$ cat src/rtl/dmem_ctrl.sv
// rtl/dmem_ctrl.sv - serializes retiring stores and loads onto one data-memory port
// Store-to-load forwarding is compiled in when DMEM_LD_FWD_EN is defined.
module dmem_ctrl #(
  parameter int ADDR_W = 32,
  parameter int DATA_W = 32,
  parameter int TAG_W  = 4
) (
  input  logic              clk,
  input  logic              rst_n,
  input  logic              i_ret_stbuf,
  input  logic [ADDR_W-1:0] i_ret_stbuf_addr,
  input  logic [DATA_W-1:0] i_ret_stbuf_data,
  output logic              o_dmem_occupy,
  input  logic              i_ld_req,
  input  logic [ADDR_W-1:0] i_ld_addr,
  input  logic [TAG_W-1:0]  i_ld_tag,
  output logic              o_ld_ack,
  input  logic              i_stbuf_addr_hit,
  input  logic [DATA_W-1:0] i_stbuf_rd_data,
  output logic              o_ld_done,
  output logic [DATA_W-1:0] o_ld_data,
  output logic [TAG_W-1:0]  o_ld_tag,
  output logic              o_mem_req,
  output logic              o_mem_we,
  output logic [ADDR_W-1:0] o_mem_addr,
  output logic [DATA_W-1:0] o_mem_wdata,
  input  logic              i_mem_gnt,
  input  logic              i_mem_rvld,
  input  logic [DATA_W-1:0] i_mem_rdata
);

  typedef enum logic [1:0] {IDLE, ST_REQ, LD_REQ, LD_WAIT} state_t;

  state_t            state, state_nxt;
  logic              fwd;
  logic              ld_miss_acc, ld_fwd_acc, st_acc;
  logic [ADDR_W-1:0] req_addr;
  logic [DATA_W-1:0] req_wdata;
  logic [TAG_W-1:0]  req_tag;

`ifdef DMEM_LD_FWD_EN
  assign fwd = i_stbuf_addr_hit;
`else
  assign fwd = 1'b0;
`endif

  always_ff @(posedge clk) begin
    if (!rst_n) state <= IDLE;
    else        state <= state_nxt;
  end

  // A miss load wins over a retire; a forwarded load can share the cycle with one.
  always_comb begin
    state_nxt     = state;
    o_dmem_occupy = 1'b0;
    o_ld_ack      = 1'b0;
    ld_miss_acc   = 1'b0;
    ld_fwd_acc    = 1'b0;
    st_acc        = 1'b0;
    if (rst_n) begin
      o_dmem_occupy = (state != IDLE) || (i_ld_req && !i_stbuf_addr_hit);
      o_ld_ack      = (state == IDLE) && i_ld_req && (!i_stbuf_addr_hit || fwd);
    end
    case (state)
      IDLE: begin
        ld_miss_acc = o_ld_ack && !fwd;
        ld_fwd_acc  = o_ld_ack && fwd;
        st_acc      = i_ret_stbuf && !ld_miss_acc;
        if (ld_miss_acc)  state_nxt = LD_REQ;
        else if (st_acc)  state_nxt = ST_REQ;
      end
      ST_REQ:  if (i_mem_gnt)  state_nxt = IDLE;
      LD_REQ:  if (i_mem_gnt)  state_nxt = LD_WAIT;
      LD_WAIT: if (i_mem_rvld) state_nxt = IDLE;
      default: state_nxt = IDLE;
    endcase
  end

  assign o_mem_req   = (state == ST_REQ) || (state == LD_REQ);
  assign o_mem_we    = (state == ST_REQ);
  assign o_mem_addr  = req_addr;
  assign o_mem_wdata = req_wdata;

  always_ff @(posedge clk) begin
    if (!rst_n) begin
      req_addr  <= '0;
      req_wdata <= '0;
      req_tag   <= '0;
      o_ld_done <= 1'b0;
      o_ld_data <= '0;
      o_ld_tag  <= '0;
    end else begin
      o_ld_done <= 1'b0;
      if (ld_miss_acc) begin
        req_addr <= i_ld_addr;
        req_tag  <= i_ld_tag;
      end else if (st_acc) begin
        req_addr  <= i_ret_stbuf_addr;
        req_wdata <= i_ret_stbuf_data;
      end
      if (ld_fwd_acc) begin
        o_ld_done <= 1'b1;
        o_ld_data <= i_stbuf_rd_data;
        o_ld_tag  <= i_ld_tag;
      end else if (state == LD_WAIT && i_mem_rvld) begin
        o_ld_done <= 1'b1;
        o_ld_data <= i_mem_rdata;
        o_ld_tag  <= req_tag;
      end
    end
  end

endmodule

$ cat config.mk
export PLATFORM = sky130hd
export DESIGN_NAME = dmem_ctrl
export DESIGN_NICKNAME = d
export VERILOG_FILES = /design/src/rtl/dmem_ctrl.sv
export SDC_FILE = /design/constraint.sdc
export NUM_CORES = 1
export LEC_CHECK = 0
export CAP_MARGIN = 10
export CORE_MARGIN = 1
export CORE_UTILIZATION = 39
export DETAILED_ROUTE_END_ITERATION = 8
export PLACE_DENSITY = 0.86
export SYNTH_ARGS = -nofsm -noshare
export SYNTH_HDL_FRONTEND = slang
export SYNTH_SLANG_ARGS = --single-unit
$ cat constraint.sdc
create_clock -name clk -period 2.4 [get_ports clk]
set_input_delay 0.48 -clock clk [delete_from_list [all_inputs] [get_ports clk]]
set_output_delay 0.48 -clock clk [all_outputs]
set_load 0.02 [all_outputs]
Word level (Yosys, flattened, before mapping)
Cells that the tools add are included.

word-level totals
  output and inout bits = 105
  input port bits = 171
  register bits = 107
  word-level logic and storage cells = 42

cells by class
  reductions and logical operators = 14
  equality and inequality tests = 7
  bitwise operators = 1
  muxes and demuxes = 13

operator list
  kind                  count
  $mux W32              2
  $mux W2               5
  $pmux W2 S4           1
  $logic_and A1 B1 Y1   5
  $mux W1               5
  $eq A2 B2 Y1 const B  2
  $ne A2 B2 Y1 const B  2
  $reduce_and A4 Y1     1
  $reduce_bool A2 Y1    2
  $ne A3 B2 Y1 const B  1
  $eq A2 B1 Y1 const B  1
  $logic_not A1 Y1      2
  $logic_not A2 Y1      1
  $logic_or A1 B1 Y1    2
  $ne A2 B1 Y1 const B  1
  $reduce_and A2 Y1     1
  $not A1 Y1            1

Longest topological paths before layout
  word-level depth = 9
  gate-level depth with buffers = 7
  mapped depth without buffers = 6

Least setup slack after synthesis
Ideal clock, no wire load.

  path kind = input-to-output
  start = input port rst_n
  end = output port o_dmem_occupy
  path slack = 0.555 ns
  path buffers = 2
  arrival = 1.365 ns
  stages on the path = 3
  path through = buf_4 -> clkbuf_1 -> a21boi_0

between the ends
  cells in the longest elaborated chain, start to end = 1

RTL lines
  element          line  RTL
  start, declared  9     input logic rst_n,
  $mux W1          60    if (rst_n) begin
  end, declared    13    output logic o_dmem_occupy,

No other way between the ends.

Worst setup path after layout
  start = register state[0]
  end = output port o_mem_req

between the ends
  cells in the longest elaborated chain, start to end = 2

RTL lines
  element                                       line  RTL
  start, declared                               34    state_t state, state_nxt;
  start signal, assigned                        49    else state <= state_nxt;
  $eq A2 B1 Y1 or $eq A2 B2 Y1 (tied branches)  79    assign o_mem_req = (state == ST_REQ) || (state == LD_REQ);
  $logic_or A1 B1 Y1 (*)                        79
  end, declared                                 23    output logic o_mem_req,

Mark *: on every way between the ends. The rest lies on a longest branch, timed or not.

==> impl_metrics.json <==
{
  "core-area_sq_um": 10420,
  "rsz0062_at_grt": "no",
  "crit_path_start_kind": "flip-flop",
  "path_class": "flip-flop to output port",
  "hold_end": "o_mem_addr[28]",
  "port_buffers": 243,
  "max_freq_ghz": 0.4407,
  "r2r_cells": 6,
  "ys_seq_elements": 107,
  "htreeDepth": 3,
  "finish.utilization": 0.6688,
  "root_buffer": "clkbuf_8",
  "die_y_microns": 106.3,
  "io_pins": 276,
  "max-slew-margin-rel": 0.4299,
  "vias": 4164,
  "crit_required_ns": 1.92,
  "start_util": 0.4072,
  "final-hold-violation-count": 0,
  "synth_edf_count": 0,
  "power.switching_mw": 1.717,
  "path_cells": "inv_1, ha_1, clkdlybuf4s50_1",
  "synth_warnings": 0,
  "clk_pin_slew_worst_paths_ns": 0.09,
  "routed_wl_mm": 12.06,
  "synthArstFlopShare": 0,
  "grt_antenna_before_repair": 0,
  "skew_ns": 0.009976,
  "synth.distinct_cells": 25,
  "arrival_ns": 1.79,
  "peakVddDrop_uv": 426.1,
  "clock_path_buffers": 2,
  "clkLatencyLatePin_ns": 0.36,
  "power.internal_mw": 3.558,
  "die-area_sq_um": 11300,
  "worstSetupEndpointType": "output port",
  "slew_violations": 0,
  "fin_area_sq_um": 6967,
  "drive_gt1_frac": 0.04184,
  "seq_area_frac_synth": 0.5050,
  "run_status": "completed",
  "r2r-start": "state[0]",
  "setup_viol": 0,
  "cts.sinks": 107,
  "wl_per_cell_microns": 14.14,
  "die_x_microns": 106.3,
  "diodes": 0,
  "slowest_delay_ns": 0.65,
  "placed_area_sq_um": 6743,
  "grt-ovfl-total": 0,
  "layout.nets": 888,
  "first_pass_iters": 7,
  "min_path_cells": 2,
  "hold_class": "flip-flop to flip-flop",
  "cp_max_fo": 4,
  "tightest_slew_ns": 0.8551,
  "hold_path.startpoint": "o_mem_addr[28]",
  "seqPwrFrac": 0.407,
  "swShare": 0.3255,
  "synth_area_sq_um": 4242,
  "grt_pass1_vias": 3978,
  "area_growth_pct": 64.25,
  "track_usage": 0.2095,
  "grt_max_degree": 108,
  "fin_tns_setup_ns": 0,
  "min_period_ns": 2.269,
  "dp_hpwl_mm": 8.663,
  "ant_nets": 0,
  "place_congestion": 0.7550,
  "cap_viol_max_count": 0,
  "critPathSlowestCell": "clkdlybuf4s50_1",
  "p_per_area_nw_per_um2": 757.2,
  "synthFlopType": "dfxtp_1",
  "p_leak_nw": 2.483,
  "tritoncts": "done",
  "p_comb_frac": 0.362,
  "power_frac_clock": 0.231,
  "num_rows": 37,
  "synthCells": 485,
  "drc_errors": 0,
  "r2r_setup_slack_ns": 0.63,
  "cts-buffers-inserted": 9,
  "grt_pass1_wl_mm": 18.86,
  "post-route-period-util": 0.9455,
  "r2r-end": "state[1]",
  "post_cts_buffers": 0,
  "drtIter0Drc": 196,
  "avgSynthCellArea_sq_um": 8.746,
  "syn_nets": 661,
  "routed_via_density": 4.882,
  "fill_cells": 826
}
cells in the final DEF, fill, tap and decap left out:
master           netlist  final
o21bai_1               1      1
and3b_1                1      1
nand3b_1               1      1
ha_1                   5      5
nand2b_1               2      2
clkinvlp_4             0      2
clkinv_2               0      1
and2_1                 2      2
and3_1                 2      1
nand3_1                1      1
buf_4                  8      7
buf_12                 0      3
a22oi_1               32     32
o21ai_0                4      4
clkdlybuf4s50_1        0    240
nand2_1              179    179
a21boi_1              13     13
bufinv_16              0      2
buf_2                  9      1
o21ai_2                1      1
dlygate4sd2_1          0      2
a211o_1                1      1
nor2_1                 1      1
mux2_2                 1      1
o221ai_1               1      1
dfxtp_1              107    107
inv_1                  3      3
a21boi_0              89     89
o211a_1                1      1
and3_2                 0      1
clkinv_4               0      1
clkbuf_8               0     10
logic make-up after synthesis:
kind of cell | after synthesis | share of synthesized area
flops | 107 | 0.5050
mux | 1 | 0.002655
compound gates | 143 | 0.2522
fa+ha+maj | 5 | 0.01475
buf+inv | 40 | 0.05221
simple gates | 189 | 0.1732
critical path, delay by kind of cell (launching register included):
family	cells	cell delay, ns
DFF	1	0.39
buffers and inverters	2	0.75
adders and majority gates	1	0.30
per-stage QoR:
step	cells	worst slack [ns]	total power, mW	hold slack (ns)
after global placement	837	-0.1090	4.049	0.4369
final	853	0.1308	5.275	0.4518
after floorplan	485	0.5554	3.191	0.4362
after global routing	853	0.01457	5.570	0.4704
after CTS	853	0.1049	5.325	0.4549
after detailed placement	837	-0.1013	4.110	0.4429
how the worst max path moves through the flow:
stage | start | end | slack, ns | cells past startpoint
floorplan | rst_n | o_dmem_occupy | 0.56 | 3
global placement | i_stbuf_addr_hit | o_ld_ack | -0.11 | 4
detailed placement | i_stbuf_addr_hit | o_ld_ack | -0.10 | 4
CTS | state[0] | o_mem_req | 0.10 | 3
global route | state[0] | o_mem_req | 0.01 | 3
finish | state[0] | o_mem_req | 0.13 | 3
flip-flops by register name, indices dropped and copies added (netlist names):
signal       count
o_ld_data       32
o_ld_done        1
o_ld_tag         4
o_mem_addr      32
o_mem_wdata     32
req_tag          4
state            2
final cells by class:
cell class,instances,area [sq um],share of cell area
Inverter,3,11.26,0.001616
Clock buffer,10,137.6,0.01976
Multi-Input combinational cell,338,1879,0.2698
Sequential cell,107,2142,0.3075
Timing Repair Buffer,253,2537,0.3642
Clock inverter,6,88.84,0.01275
Tap cell,136,170.2,0.02443
cells in the mapped netlist, drive strengths merged (2+ instances only):
cell type,n,share of area
nand2b,2,0.0029
nand2,179,0.16
ha,5,0.015
buf,21,0.035
a21boi,102,0.18
a22oi,32,0.057
clkbuf,16,0.014
and2,2,0.0029
o21ai,5,0.0068
and3,2,0.0029
dfxtp,107,0.51
inv,3,0.0027
power groups by stage:
| stage | combinational, mW | sequential (mW) | clock (mW) |
|---|---|---|---|
| 5_1_grt | 2.07 | 2.18 | 1.32 |
| 3_5_place_dp | 1.93 | 2.18 | 0 |
| 4_1_cts | 1.93 | 2.15 | 1.25 |
| 3_3_place_gp | 1.88 | 2.17 | 0 |
| 6_report | 1.91 | 2.15 | 1.22 |
| 2_1_floorplan | 0.746 | 2.45 | 0 |
repair_timing:
action / 4_1_cts / 5_1_grt
resized for setup: 2 / 0
setup endpoints to repair: 2 / 0
hold buffers: 0 / 0
metal layers:
metal / part of all wire / up-vias / track usage
met1: 0.39 / 1916 / 0.2312
met4: 0.015 / 0 / 0.07341
met3: 0.078 / 14 / 0.04844
li1: - / 2063 / -
met2: 0.52 / 171 / 0.3891
met5: 0 / - / 0
No activity file was read; power rests on OpenSTA's default activity.
